File: src/rtl/psram_req_arb_if.sv
// Requester-side and PSRAM-controller-side bundle for psram_req_arb.
// The slave modport is the arbiter's view. The master modport is the view of the surrounding requesters and controller.
interface psram_req_arb_if #(
  parameter int NUM_REQ = 4,
  parameter int ADDR_W  = 24,
  parameter int DATA_W  = 32
);
  localparam int STRB_W = DATA_W / 8;

  logic [NUM_REQ-1:0]        req_valid_i;
  logic [NUM_REQ*ADDR_W-1:0] req_addr_i;
  logic [NUM_REQ*DATA_W-1:0] req_wdata_i;
  logic [NUM_REQ*STRB_W-1:0] req_wstrb_i;
  logic [NUM_REQ-1:0]        req_ready_o;
  logic [DATA_W-1:0]         req_rdata_o;

  logic                      mem_valid_o;
  logic [ADDR_W-1:0]         mem_addr_o;
  logic [DATA_W-1:0]         mem_wdata_o;
  logic [STRB_W-1:0]         mem_wstrb_o;
  logic                      mem_ready_i;
  logic [DATA_W-1:0]         mem_rdata_i;

  logic                      busy_o;
  logic [2:0]                gnt_idx_o;
  logic                      err_o;

  modport slave (
    input  req_valid_i, req_addr_i, req_wdata_i, req_wstrb_i, mem_ready_i, mem_rdata_i,
    output req_ready_o, req_rdata_o, mem_valid_o, mem_addr_o, mem_wdata_o, mem_wstrb_o,
    output busy_o, gnt_idx_o, err_o
  );

  modport master (
    output req_valid_i, req_addr_i, req_wdata_i, req_wstrb_i, mem_ready_i, mem_rdata_i,
    input  req_ready_o, req_rdata_o, mem_valid_o, mem_addr_o, mem_wdata_o, mem_wstrb_o,
    input  busy_o, gnt_idx_o, err_o
  );
endinterface

File: src/rtl/psram_req_arb.sv
// Round-robin PSRAM port arbiter. The memory request appears 1 cycle after grant and is held until mem_ready_i; the ready pulse plus one DONE cycle follow.
// Optional watchdog under PSRAM_REQ_ARB_TIMEOUT_EN completes a stuck access with 0xDEADBEEF and sets sticky err_o.
module psram_req_arb #(
  parameter int NUM_REQ     = 4,
  parameter int ADDR_W      = 24,
  parameter int DATA_W      = 32,
  parameter int TIMEOUT_CYC = 1024
) (
  input  logic clk_i,
  input  logic rst_i,
  psram_req_arb_if.slave bus
);
  localparam int STRB_W = DATA_W / 8;

  if (NUM_REQ < 2 || NUM_REQ > 8 || TIMEOUT_CYC < 1 || TIMEOUT_CYC > 65535) begin : g_bad_param
    $error("psram_req_arb: parameter out of range");
  end

  typedef enum logic [1:0] {IDLE, BUSY, DONE} state_t;

  state_t              state_q;
  logic                mem_valid_q;
  logic [ADDR_W-1:0]   mem_addr_q;
  logic [DATA_W-1:0]   mem_wdata_q;
  logic [STRB_W-1:0]   mem_wstrb_q;
  logic [NUM_REQ-1:0]  req_ready_q;
  logic [DATA_W-1:0]   req_rdata_q;
  logic [2:0]          gnt_q;
`ifdef PSRAM_REQ_ARB_TIMEOUT_EN
  logic [15:0]         cnt_q;
  logic                err_q;
`endif

  logic       any_vld;
  logic [2:0] gnt_d;
  logic [7:0] vld8;
  logic [3:0] sum;
  logic [2:0] idx;

  // Scan nearest-last so the first set bit after gnt_q wins.
  always_comb begin
    any_vld = 1'b0;
    gnt_d   = gnt_q;
    vld8    = 8'(bus.req_valid_i);
    sum     = '0;
    idx     = '0;
    for (int i = NUM_REQ; i >= 1; i--) begin
      sum = {1'b0, gnt_q} + 4'(i);
      idx = (sum >= 4'(NUM_REQ)) ? 3'(sum - 4'(NUM_REQ)) : sum[2:0];
      if (vld8[idx]) begin
        any_vld = 1'b1;
        gnt_d   = idx;
      end
    end
  end

  always_ff @(posedge clk_i or posedge rst_i) begin
    if (rst_i) begin
      state_q     <= IDLE;
      mem_valid_q <= 1'b0;
      mem_addr_q  <= '0;
      mem_wdata_q <= '0;
      mem_wstrb_q <= '0;
      req_ready_q <= '0;
      req_rdata_q <= '0;
      gnt_q       <= 3'(NUM_REQ - 1);
`ifdef PSRAM_REQ_ARB_TIMEOUT_EN
      cnt_q       <= '0;
      err_q       <= 1'b0;
`endif
    end else begin
      req_ready_q <= '0;
      unique case (state_q)
        IDLE: begin
          if (any_vld) begin
            mem_valid_q <= 1'b1;
            mem_addr_q  <= bus.req_addr_i[int'(gnt_d)*ADDR_W +: ADDR_W];
            mem_wdata_q <= bus.req_wdata_i[int'(gnt_d)*DATA_W +: DATA_W];
            mem_wstrb_q <= bus.req_wstrb_i[int'(gnt_d)*STRB_W +: STRB_W];
            gnt_q       <= gnt_d;
            state_q     <= BUSY;
`ifdef PSRAM_REQ_ARB_TIMEOUT_EN
            cnt_q       <= '0;
`endif
          end
        end
        BUSY: begin
          // A real completion takes precedence over a coincident timeout.
          if (bus.mem_ready_i) begin
            mem_valid_q <= 1'b0;
            req_ready_q <= NUM_REQ'(1) << gnt_q;
            req_rdata_q <= bus.mem_rdata_i;
            state_q     <= DONE;
          end
`ifdef PSRAM_REQ_ARB_TIMEOUT_EN
          else if (cnt_q + 16'd1 == 16'(TIMEOUT_CYC)) begin
            mem_valid_q <= 1'b0;
            req_ready_q <= NUM_REQ'(1) << gnt_q;
            req_rdata_q <= DATA_W'(32'hDEAD_BEEF);
            err_q       <= 1'b1;
            state_q     <= DONE;
          end else begin
            cnt_q <= cnt_q + 16'd1;
          end
`endif
        end
        DONE:    state_q <= IDLE;
        default: state_q <= IDLE;
      endcase
    end
  end

  assign bus.mem_valid_o = mem_valid_q;
  assign bus.mem_addr_o  = mem_addr_q;
  assign bus.mem_wdata_o = mem_wdata_q;
  assign bus.mem_wstrb_o = mem_wstrb_q;
  assign bus.req_ready_o = req_ready_q;
  assign bus.req_rdata_o = req_rdata_q;
  assign bus.busy_o      = (state_q == BUSY);
  assign bus.gnt_idx_o   = gnt_q;
`ifdef PSRAM_REQ_ARB_TIMEOUT_EN
  assign bus.err_o       = err_q;
`else
  assign bus.err_o       = 1'b0;
`endif
endmodule

File: src/flat_wrapper.sv
// flat-port wrapper written by rule: the top's interface ports become plain ports
module psram_req_arb_flat 
#(
  parameter int NUM_REQ     = 4,
  parameter int ADDR_W      = 24,
  parameter int DATA_W      = 32,
  parameter int TIMEOUT_CYC = 1024
)
  (clk_i, rst_i, bus_req_valid_i, bus_req_addr_i, bus_req_wdata_i, bus_req_wstrb_i, bus_mem_ready_i, bus_mem_rdata_i, bus_req_ready_o, bus_req_rdata_o, bus_mem_valid_o, bus_mem_addr_o, bus_mem_wdata_o, bus_mem_wstrb_o, bus_busy_o, bus_gnt_idx_o, bus_err_o);
  psram_req_arb_if #(.NUM_REQ(NUM_REQ), .ADDR_W(ADDR_W), .DATA_W(DATA_W)) bus_i ();
  input  logic clk_i;
  input  logic rst_i;
  input wire logic [$bits(bus_i.req_valid_i)-1:0] bus_req_valid_i;
  input wire logic [$bits(bus_i.req_addr_i)-1:0] bus_req_addr_i;
  input wire logic [$bits(bus_i.req_wdata_i)-1:0] bus_req_wdata_i;
  input wire logic [$bits(bus_i.req_wstrb_i)-1:0] bus_req_wstrb_i;
  input wire logic [$bits(bus_i.mem_ready_i)-1:0] bus_mem_ready_i;
  input wire logic [$bits(bus_i.mem_rdata_i)-1:0] bus_mem_rdata_i;
  output wire logic [$bits(bus_i.req_ready_o)-1:0] bus_req_ready_o;
  output wire logic [$bits(bus_i.req_rdata_o)-1:0] bus_req_rdata_o;
  output wire logic [$bits(bus_i.mem_valid_o)-1:0] bus_mem_valid_o;
  output wire logic [$bits(bus_i.mem_addr_o)-1:0] bus_mem_addr_o;
  output wire logic [$bits(bus_i.mem_wdata_o)-1:0] bus_mem_wdata_o;
  output wire logic [$bits(bus_i.mem_wstrb_o)-1:0] bus_mem_wstrb_o;
  output wire logic [$bits(bus_i.busy_o)-1:0] bus_busy_o;
  output wire logic [$bits(bus_i.gnt_idx_o)-1:0] bus_gnt_idx_o;
  output wire logic [$bits(bus_i.err_o)-1:0] bus_err_o;
  assign bus_i.req_valid_i = bus_req_valid_i;
  assign bus_i.req_addr_i = bus_req_addr_i;
  assign bus_i.req_wdata_i = bus_req_wdata_i;
  assign bus_i.req_wstrb_i = bus_req_wstrb_i;
  assign bus_i.mem_ready_i = bus_mem_ready_i;
  assign bus_i.mem_rdata_i = bus_mem_rdata_i;
  assign bus_req_ready_o = bus_i.req_ready_o;
  assign bus_req_rdata_o = bus_i.req_rdata_o;
  assign bus_mem_valid_o = bus_i.mem_valid_o;
  assign bus_mem_addr_o = bus_i.mem_addr_o;
  assign bus_mem_wdata_o = bus_i.mem_wdata_o;
  assign bus_mem_wstrb_o = bus_i.mem_wstrb_o;
  assign bus_busy_o = bus_i.busy_o;
  assign bus_gnt_idx_o = bus_i.gnt_idx_o;
  assign bus_err_o = bus_i.err_o;
  psram_req_arb #(.NUM_REQ(NUM_REQ), .ADDR_W(ADDR_W), .DATA_W(DATA_W), .TIMEOUT_CYC(TIMEOUT_CYC)) u_core (.clk_i(clk_i), .rst_i(rst_i), .bus(bus_i));
endmodule
File: config.mk
export PLATFORM = sky130hd
export DESIGN_NAME = psram_req_arb_flat
export DESIGN_NICKNAME = d
export VERILOG_FILES = /design/src/rtl/psram_req_arb_if.sv /design/src/rtl/psram_req_arb.sv /design/src/flat_wrapper.sv
export SDC_FILE = /design/constraint.sdc
export NUM_CORES = 1
export LEC_CHECK = 0
export BUFFER_PORTS_ARGS = -buffer_cell sky130_fd_sc_hd__buf_2
export CORE_AREA = 2 2 146 148
export CTS_CLUSTER_SIZE = 10
export DETAILED_ROUTE_END_ITERATION = 10
export DIE_AREA = 0 0 148 150
export PLACE_DENSITY = 0.65
export SYNTH_ARGS = -nofsm -noshare
export SYNTH_HDL_FRONTEND = slang
export SYNTH_SLANG_ARGS = --single-unit
File: constraint.sdc
create_clock -name clk_i -period 4.1 [get_ports clk_i]
set_input_delay 0.82 -clock clk_i [delete_from_list [all_inputs] [get_ports clk_i]]
set_output_delay 0.82 -clock clk_i [all_outputs]
set_load 0.01 [all_outputs]
==> results.md <==
- Outcome: finished clean
- Post-Syn Nets: 769
- IR drop worst, VDD: 0.000665 V
- Critical path fanouts, max: 29
- Vias per cell: 4.71
- Initial DRC count: 178
- Core region area: 20700 µm²
- Slew @ Worst Pin: 811 ps
- Max cap viols: 0
- CTS tree: done
- Syn Area/Cell: 12.4 µm²
- Max clock buf depth: 2
- Adder-cell share of the synthesized area: 1.25%
- Synth top area cells: dfrtp_1 42%, mux2i_1 21%, o221ai_2 7.0%, mux2_2 6.0%, buf_6 5.3%
- Post-synthesis compound-gate area fraction: 14.7%
- Met3 Routed Length: 1500 µm
- Num CTS Buffers: 9
- Asr flop ratio synth: 100%
- Static Leak: 4.34 nW
- Hold Path Class: reg -> reg
- Cts hold-fix bufs: 0
- Area grow syn2layout: 38.0%
- Worst-Skew Late Latency: 350 ps
- RSZ-0062 raised after global routing: no
- Slew Limit Fails: 0
- Htree depth: 3
- Post-layout util: 39.9%
- Starting Density: 28.9%
- Max-slew headroom: 45.9%
- Routed wl met2: 9550 µm
- Die Ht: 150 µm
- Clock period minus final worst setup slack: 3530 ps
- Largest net degree at the start of global routing: 79
- Post-synth top area share: 41.8%
- Ant diodes: 0
- Crit Path Class: reg -> reg
- CP required: 4350 ps
- Gate Count Post-Synth: 484
- DR vias: 5309
- Vias in the first global route: 5404
- Layout cells sized above 1: 56.8%
- Setup tns final: 0 ps
- Post-detailed-route DRC marker count: 0
- PwrDens: 883 nW/µm²
- Clock-pin slew on the worst setup and hold paths: 70 ps
- Synth Cell Area: 5990 µm²
- Clock root buffer master: clkbuf_16
- Nets: 1131
- Post-synth EDFFs: 0
- Critical Path Start Type: flop
- Routability Congestion: 0.811
- Combinational family with the most area after synthesis: multiplexers
- CTS resizes: 0
- Num rows: 53
- I/O Pins: 381
- DR top layer: met4
- Setup crit end kind: flop
- Commonest non-fill, non-tap cell in the layout: buf_2
- Initial antenna violation count: 1
- All-layer global routing usage: 16.5%
- Most used DFF post-synth: dfrtp_1
- Leading cell types in the layout, fill and taps excluded: 379 x buf_2, 126 x mux2i_1, 100 x dfrtp_1
- Grt total ovfl: 0
- Synth Area in Simple Gates: 6.73%
- Leading area contributor after synthesis: dfrtp_1
- Register area share after synthesis: 42.7%
- Yosys warning total: 0
- Die area: 22200 µm²
- Hpwl dp: 15100 µm
- Post-CTS Repair Setup Buffers: 0
- # clock sinks: 102
- Met1 WL: 7940 µm
- Final ANT Viol Nets: 0
- Post-route clock period utilization: 86.0%
- CP Data Arrival Time: 3780 ps
- Die Width: 148 µm
- Number of port buffers: 379
- Clk_skew: 7.91 ps
- First-pass GRT wire length: 28800 µm
- TritonRoute pass-1 iters: 6
- DR WL/cell: 17.2 µm
- # fillers: 2047
- Post-synthesis xor/xnor area fraction: 0.146%
- Final setup viols: 0
- Post-synth cell types: 44
- Final wirelength: 19300 µm
- Mux cell area share after synthesis: 27.8%
- Fmax: 284 MHz
- Final Hold Fails: 0
- #FFs+latches synth: 102
[registers in the layout, indices dropped and copies added, names as in the netlist]
signal,count
u_core.bus.gnt_idx_o,3
u_core.bus.mem_wstrb_o,4
u_core.bus.mem_addr_o,24
u_core.bus.mem_valid_o,1
u_core.bus.mem_wdata_o,32
u_core.bus.req_ready_o,4
u_core.bus.req_rdata_o,32
u_core.state_q,2
[critical path, cell delays in order (launching register included)]
cell and delay [ps]:
dfstp_2 680, inv_1 190, ha_1 570, mux4_2 570, o221ai_1 90, a31oi_1 190, o31ai_2 340, nand2_4 320
buf_12 310, o221ai_1 160
[synthesized netlist by cell type, types with 3 or more instances]
cell type,number
and3_1,5
buf_2,3
buf_6,28
clkbuf_1,5
dfrtp_1,100
ha_1,6
inv_1,7
mux2_2,32
mux2i_1,126
nand2_1,67
nor2_1,7
o221ai_1,32
o221ai_2,28
[logic make-up (layout without fill, tap and decap cells)]
family | count (synthesis) | after routing
AOI/OAI and AO/OA | 78 | 78
muxes | 160 | 160
xor gates and xnor gates | 1 | 1
buffers and inverters | 46 | 413
adders and majority gates | 6 | 6
DFF | 102 | 102
other | 1 | 1
and+or+nand+nor | 90 | 90
[power breakdown]
group	switching (mW)	internal [mW]
clock network	0.410	0.420
registers	0.269	1.53
logic	2.59	2.08
[layer usage]
| metal | track usage [%] | up-vias |
|---|---|---|
| li1 | - | 2547 |
| met1 | 20.6 | 2493 |
| met2 | 28.3 | 246 |
| met3 | 3.75 | 23 |
| met4 | 5.67 | 0 |
| met5 | 0 | - |
[metrics by stage]
step | hold slack (ps) | instances | power, mW | setup slack, ps | area (µm²)
after floorplan | 514 | 484 | 5.57 | 608 | 5990
after global placement | 459 | 1110 | 6.44 | 658 | 7980
after CTS | 486 | 1126 | 7.41 | 537 | 8260
final | 483 | 1126 | 7.30 | 575 | 8260
after global routing | 500 | 1126 | 7.83 | 381 | 8260
after detailed placement | 462 | 1110 | 6.56 | 539 | 7980
[final timing paths]
| check | endpoint | cells after the start | slack [ps] | from |
|---|---|---|---|---|
| setup / recovery | u_core.bus.mem_wdata_o[4] | 9 | 570 | u_core.bus.gnt_idx_o[0] |
| hold / removal | u_core.bus.mem_addr_o[22] | 2 | 480 | u_core.bus.mem_addr_o[22] |
| setup reg to reg | u_core.bus.mem_wdata_o[4] | 9 | 570 | u_core.bus.gnt_idx_o[0] |
| hold reg to reg | u_core.bus.mem_addr_o[22] | 2 | 480 | u_core.bus.mem_addr_o[22] |
| max in group asynchronous | u_core.bus.gnt_idx_o[0] | 3 | 2600 | rst_i |
| min in group asynchronous | u_core.bus.req_rdata_o[14] | 2 | 630 | rst_i |
[area by class of cell]
type | instances | area [µm²] | area share (%)
clock inverters | 7 | 55.1 | 0.666
inverters | 7 | 28.8 | 0.348
repair buffers | 390 | 2000 | 24.3
clock buffers | 9 | 225 | 2.73
multi-input cells | 336 | 3050 | 36.9
flip-flops and latches | 102 | 2550 | 30.9
well taps | 275 | 344 | 4.16
No activity file was read; power rests on OpenSTA's default activity.
